### src/rtl/ex_operand_stage.sv
// ID/EX pipeline register and ALU operand select, with valid/ready handshakes on both sides.
// Define ALU_FORWARD_EN for MEM/WB forwarding plus load-use stalls; otherwise any pending RAW stalls.
module ex_operand_stage #(
    parameter int DW = 32,
    parameter int RW = 5
) (
    input  logic          CLK,
    input  logic          nRST,
    input  logic          flush,
    input  logic          id_valid,
    output logic          id_ready,
    input  logic [3:0]    id_aluop,
    input  logic [RW-1:0] id_rs,
    input  logic [RW-1:0] id_rt,
    input  logic [DW-1:0] id_rdata1,
    input  logic [DW-1:0] id_rdata2,
    input  logic [DW-1:0] id_imm,
    input  logic [4:0]    id_shamt,
    input  logic [1:0]    id_alusrc,
    input  logic          id_memread,
    input  logic          id_memwrite,
    input  logic          id_regwen,
    input  logic [RW-1:0] id_wsel,
    input  logic          mem_regwen,
    input  logic [RW-1:0] mem_wsel,
    input  logic [DW-1:0] mem_result,
    input  logic          wb_regwen,
    input  logic [RW-1:0] wb_wsel,
    input  logic [DW-1:0] wb_result,
    input  logic          ex_ready,
    output logic          ex_valid,
    output logic [3:0]    ALUOP,
    output logic [DW-1:0] Port_A,
    output logic [DW-1:0] Port_B,
    output logic [DW-1:0] ex_storedata,
    output logic          ex_memread,
    output logic          ex_memwrite,
    output logic          ex_regwen,
    output logic [RW-1:0] ex_wsel,
    output logic          hazard_stall
);
    localparam logic [1:0] SRC_IMM   = 2'b01;
    localparam logic [1:0] SRC_SHIFT = 2'b10;

    logic          ex_valid_q, ex_valid_d;
    logic          memread_q, memread_d;
    logic          memwrite_q, memwrite_d;
    logic          regwen_q, regwen_d;
    logic [RW-1:0] wsel_q, wsel_d;
    logic [3:0]    aluop_q, aluop_d;
    logic [RW-1:0] rs_q, rs_d;
    logic [RW-1:0] rt_q, rt_d;
    logic [DW-1:0] rdata1_q, rdata1_d;
    logic [DW-1:0] rdata2_q, rdata2_d;
    logic [DW-1:0] imm_q, imm_d;
    logic [4:0]    shamt_q, shamt_d;
    logic [1:0]    alusrc_q, alusrc_d;

    logic          adv_s;
    logic          hz_s;
    logic [DW-1:0] fwd_rs_s;
    logic [DW-1:0] fwd_rt_s;
    logic [DW-1:0] op_a_s;
    logic [DW-1:0] op_b_s;

    assign adv_s = !ex_valid_q || ex_ready;

`ifdef ALU_FORWARD_EN
    function automatic logic [DW-1:0] fwd_val(
        input logic [RW-1:0] r,
        input logic [DW-1:0] rdata,
        input logic          m_wen,
        input logic [RW-1:0] m_sel,
        input logic [DW-1:0] m_res,
        input logic          w_wen,
        input logic [RW-1:0] w_sel,
        input logic [DW-1:0] w_res
    );
        if (m_wen && (m_sel == r) && (r != {RW{1'b0}})) begin
            fwd_val = m_res;
        end else if (w_wen && (w_sel == r) && (r != {RW{1'b0}})) begin
            fwd_val = w_res;
        end else begin
            fwd_val = rdata;
        end
    endfunction

    // A load in this stage cannot forward until it reaches MEM, so its consumer waits one cycle.
    always_comb begin
        hz_s = ex_valid_q && memread_q && regwen_q && (wsel_q != {RW{1'b0}}) &&
               ((wsel_q == id_rs) || ((wsel_q == id_rt) && (id_alusrc != SRC_IMM)));
    end

    // Forwarded operand values, MEM ahead of WB.
    always_comb begin
        fwd_rs_s = fwd_val(rs_q, rdata1_q, mem_regwen, mem_wsel, mem_result,
                           wb_regwen, wb_wsel, wb_result);
        fwd_rt_s = fwd_val(rt_q, rdata2_q, mem_regwen, mem_wsel, mem_result,
                           wb_regwen, wb_wsel, wb_result);
    end
`else
    logic fwd_unused_s;

    function automatic logic raw_hit(
        input logic          wen,
        input logic [RW-1:0] w_sel,
        input logic [RW-1:0] rs,
        input logic [RW-1:0] rt
    );
        raw_hit = wen && (w_sel != {RW{1'b0}}) && ((w_sel == rs) || (w_sel == rt));
    endfunction

    // Without forwarding, any in-flight writer of a source register holds decode back.
    always_comb begin
        hz_s = raw_hit(ex_valid_q && regwen_q, wsel_q, id_rs, id_rt) ||
               raw_hit(mem_regwen, mem_wsel, id_rs, id_rt) ||
               raw_hit(wb_regwen, wb_wsel, id_rs, id_rt);
    end

    // Operands come straight from the latched register-file data.
    always_comb begin
        fwd_rs_s = rdata1_q;
        fwd_rt_s = rdata2_q;
    end

    assign fwd_unused_s = ^{mem_result, wb_result, rs_q, rt_q};
`endif

    assign id_ready     = adv_s && !hz_s;
    assign hazard_stall = id_valid && hz_s && adv_s;

    // Next-state selection: flush, then bubble, then load, else hold.
    always_comb begin
        ex_valid_d = ex_valid_q;
        memread_d  = memread_q;
        memwrite_d = memwrite_q;
        regwen_d   = regwen_q;
        wsel_d     = wsel_q;
        aluop_d    = aluop_q;
        rs_d       = rs_q;
        rt_d       = rt_q;
        rdata1_d   = rdata1_q;
        rdata2_d   = rdata2_q;
        imm_d      = imm_q;
        shamt_d    = shamt_q;
        alusrc_d   = alusrc_q;
        if (flush) begin
            ex_valid_d = 1'b0;
        end else if (adv_s && hz_s) begin
            ex_valid_d = 1'b0;
        end else if (adv_s) begin
            ex_valid_d = id_valid;
            memread_d  = id_memread;
            memwrite_d = id_memwrite;
            regwen_d   = id_regwen;
            wsel_d     = id_wsel;
            aluop_d    = id_aluop;
            rs_d       = id_rs;
            rt_d       = id_rt;
            rdata1_d   = id_rdata1;
            rdata2_d   = id_rdata2;
            imm_d      = id_imm;
            shamt_d    = id_shamt;
            alusrc_d   = id_alusrc;
        end else begin
            ex_valid_d = ex_valid_q;
        end
    end

    // Pipeline register with asynchronous clear.
    always_ff @(posedge CLK or negedge nRST) begin
        if (!nRST) begin
            ex_valid_q <= 1'b0;
            memread_q  <= 1'b0;
            memwrite_q <= 1'b0;
            regwen_q   <= 1'b0;
            wsel_q     <= {RW{1'b0}};
            aluop_q    <= 4'b0000;
            rs_q       <= {RW{1'b0}};
            rt_q       <= {RW{1'b0}};
            rdata1_q   <= {DW{1'b0}};
            rdata2_q   <= {DW{1'b0}};
            imm_q      <= {DW{1'b0}};
            shamt_q    <= 5'b00000;
            alusrc_q   <= 2'b00;
        end else begin
            ex_valid_q <= ex_valid_d;
            memread_q  <= memread_d;
            memwrite_q <= memwrite_d;
            regwen_q   <= regwen_d;
            wsel_q     <= wsel_d;
            aluop_q    <= aluop_d;
            rs_q       <= rs_d;
            rt_q       <= rt_d;
            rdata1_q   <= rdata1_d;
            rdata2_q   <= rdata2_d;
            imm_q      <= imm_d;
            shamt_q    <= shamt_d;
            alusrc_q   <= alusrc_d;
        end
    end

    // Operand select; an empty stage presents zeros so the ALU idles on a harmless AND.
    always_comb begin
        op_a_s = fwd_rs_s;
        op_b_s = fwd_rt_s;
        case (alusrc_q)
            SRC_IMM: begin
                op_a_s = fwd_rs_s;
                op_b_s = imm_q;
            end
            SRC_SHIFT: begin
                op_a_s = fwd_rt_s;
                op_b_s = {{(DW-5){1'b0}}, shamt_q};
            end
            default: begin
                op_a_s = fwd_rs_s;
                op_b_s = fwd_rt_s;
            end
        endcase
        if (ex_valid_q) begin
            ALUOP  = aluop_q;
            Port_A = op_a_s;
            Port_B = op_b_s;
        end else begin
            ALUOP  = 4'b0000;
            Port_A = {DW{1'b0}};
            Port_B = {DW{1'b0}};
        end
    end

    assign ex_valid     = ex_valid_q;
    assign ex_storedata = fwd_rt_s;
    assign ex_memread   = memread_q;
    assign ex_memwrite  = memwrite_q;
    assign ex_regwen    = regwen_q;
    assign ex_wsel      = wsel_q;

endmodule

### config.mk
export PLATFORM = sky130hd
export DESIGN_NAME = ex_operand_stage
export DESIGN_NICKNAME = d
export VERILOG_FILES = /design/src/rtl/ex_operand_stage.sv
export SDC_FILE = /design/constraint.sdc
export NUM_CORES = 1
export LEC_CHECK = 0
export CELL_PAD_IN_SITES_DETAIL_PLACEMENT = 2
export CELL_PAD_IN_SITES_GLOBAL_PLACEMENT = 2
export CORE_UTILIZATION = 26
export CTS_CLUSTER_DIAMETER = 120
export DETAILED_ROUTE_END_ITERATION = 8
export MAX_ROUTING_LAYER = met4
export PLACE_DENSITY_LB_ADDON = 0.1
export SLEW_MARGIN = 0
export SYNTH_ARGS = -nofsm -noshare
export SYNTH_HDL_FRONTEND = slang
export SYNTH_SLANG_ARGS = --single-unit
### constraint.sdc
create_clock -name CLK -period 4.3 [get_ports CLK]
set_clock_uncertainty 0.2 [all_clocks]
set_input_delay 0.645 -clock CLK [delete_from_list [all_inputs] [get_ports CLK]]
set_output_delay 0.645 -clock CLK [all_outputs]
set_load 0.02 [all_outputs]
==> results.toml <==
[clock_network]
clock_sinks = 116
cts.clk_slew.worst_paths_ns = 0.05
insertion_delay_ns = 0.41
cts_hold_buf = 0
clockRootBuffer = "clkbuf_16"
post_cts_buffers = 0
clockBufferDepth = 2
cts_buffers = 17
cts_tree = "done"
cts_resized = 0
htreeDepth = 4

[placement]
gp_congestion = 0.7576
dp_hpwl_um = 14640
place_ws_ns = 0.4164
port-buffer-count = 252

[worst_setup_path]
cp.required_ns = 3.45
arrival_ns = 3.04
cp_slowest_cell = "or4_1"
path_class = "in -> out"
path_max_fanout = 3
crit_path_start_kind = "input pin"
cp-end-kind = "output pin"
crit_top_cell = "clkdlybuf4s50_1"
crit_chain = "clkdlybuf4s50_1 > or4_1 > o21ai_0 > o22ai_1 > or2_2 > and3_1 > clkdlybuf4s50_1"
max_stage_delay_ns = 0.56

[pwr]
power.share.switching_pct = 31.72
seqPwrFrac_pct = 34.8
p_int_mw = 2.811
ir_worst_vdd_v = 0.0001657
power_density_nw_per_um2 = 434.5
p_leak_nw = 3.855
power.switching_mw = 1.306
p_comb_share_pct = 33.3
power_frac_clock_pct = 31.8

[drt]
dr.pass1.iters = 4
drt_wl_total_um = 20920
drt_iter0_drc = 137
vias_per_cell = 4.521
num_vias = 4729
wl_per_cell_um = 20.00
antenna_left = 0
drcViolationCount = 0

[timing]
setup_ws_ns = 0.4143
fmax_ghz = 0.2574
period_share_pct = 90.37
min_period_ns = 3.886
finalSetupViolCount = 0
worst-slew-pin-transition_ns = 0.8730
final_hold_viol_count = 0
tns_ns = 0
slew_violations = 0
rsz0062_at_grt = "false"
max_slew_margin_pct = 41.80

[floorplanning]
dieHeight_um = 154.7
start_util_pct = 26.62
die_width_um = 154.7
rows = 55
fp.coreArea_um2 = 22780
die-area_um2 = 23940
io_pins = 317

[synthesis]
netlist_area_um2 = 6063
synthArstFlopShare_pct = 100.0
yosys_warnings = 0
synth_nets = 679
ys_ff_latch = 116
synthFlopType = "dfrtp_1"
synth.distinct_cells = 29
postSynthCellCount = 471
syn_area_per_cell_um2 = 12.87
synth-seq-area-share_pct = 47.87
synth_edf_count = 0

[final_layout]
area_growth_pct = 56.23
multi_input_area_um2 = 2997
regArea_um2 = 2904
final_common_cell = "clkdlybuf4s50_1"
most-common-layout-cells = "251 x clkdlybuf4s50_1, 115 x dfrtp_1, 65 x mux2_2"
post-route-util_pct = 41.59
nets = 929
drive_above_1_share_pct = 21.99
fillers = 2292

[global_route]
grt_usage_pct = 18.73
grt_pass1_wl_um = 32530
antenna_found_initial = 1
grt.overflow.total = 0
grt_pass1_vias = 5663
grt_start_max_net_pins = 72

[hold_path]
min_path_type = "in -> async"

[status]
outcome = "finished clean"

[run]
max-cap-violations = 0
-- synthesized netlist by cell type (7+ instances only) --
master | instances | area share, %
mux2_4 | 50 | 12
dfrtp_1 | 116 | 48
nand2_1 | 7 | 0.43
mux2i_1 | 32 | 5.3
nor2b_1 | 60 | 6.2
mux2_2 | 65 | 12
clkbuf_1 | 15 | 0.93
o21ai_0 | 7 | 0.58
a22oi_1 | 33 | 4.1
buf_2 | 7 | 0.58
xor2_1 | 26 | 3.8
and2_1 | 10 | 1.0
-- cell families (layout without fill, tap and decap cells) --
group	after synthesis	count (layout)	synth area share (%)
flip-flops	116	116	47.87
buffers and inverters	33	294	2.930
other	0	1	0
multiplexers	147	147	29.74
AND/OR/NAND/NOR	98	98	9.575
AO/OA/AOI/OAI	45	45	5.138
XOR/XNOR	30	30	4.333
adder cells (fa/ha/maj)	2	2	0.4126
-- final timing paths --
check / start / to / slack, ns / cells after the start
max: wb_wsel[1] / hazard_stall / 0.41 / 7
min: nRST / ex_wsel[3] / 0.13 / 1
max reg2reg: ex_wsel[1] / shamt_q[1] / 1.19 / 7
min reg2reg: ex_memwrite / ex_memwrite / 0.31 / 1
max in group asynchronous: nRST / ex_valid / 2.90 / 2
min in group CLK: ex_memwrite / ex_memwrite / 0.31 / 1
-- state kept, by name, summed over array words and instances, names as in the netlist --
signal	cells
aluop_q	4
alusrc_q	2
ex_memread	1
ex_memwrite	1
ex_regwen	1
ex_storedata	32
ex_valid	1
ex_wsel	5
fwd_rs_s	32
imm_q	32
shamt_q	5
-- cell type report --
class / instances / area share (%)
Antenna cell: 1 / 0.02642
Clock buffer: 22 / 5.112
Clock inverter: 8 / 0.5680
Inverter: 2 / 0.07925
Multi-Input combinational cell: 322 / 31.63
Sequential cell: 116 / 30.66
Tap cell: 313 / 4.134
Timing Repair Buffer: 262 / 27.79
-- worst max-delay path: cells and delay by family --
kind	cells	cell delay, ns
and+or+nand+nor	3	1.05
buffers and inverters	2	1.01
AOI/OAI and AO/OA	2	0.33
-- per-stage QoR --
step                cell area, um2  cells  hold slack [ns]  power [mW]
CTS                           9470   1045           0.1690       4.190
finish                        9473   1046           0.1278       4.116
floorplan                     6063    471           0.1494       2.184
detailed placement            8932   1015           0.2953       2.840
global placement              8932   1015           0.2808       2.788
global route                  9473   1046           0.1973       4.336
-- power by group through the flow --
| stage | clock network [mW] | logic [mW] | registers (mW) |
|---|---|---|---|
| 6_report | 1.31 | 1.37 | 1.43 |
| 3_3_place_gp | 0 | 1.36 | 1.43 |
| 5_1_grt | 1.40 | 1.47 | 1.46 |
| 2_1_floorplan | 0 | 0.699 | 1.49 |
| 3_5_place_dp | 0 | 1.39 | 1.45 |
| 4_1_cts | 1.36 | 1.40 | 1.44 |
-- routing by layer --
layer	track usage [%]	wire length (um)
met4	5.846	286
met1	20.97	8670
met3	6.332	1572
met5	-	0
met2	31.39	10390
No activity file was read; power rests on OpenSTA's default activity.
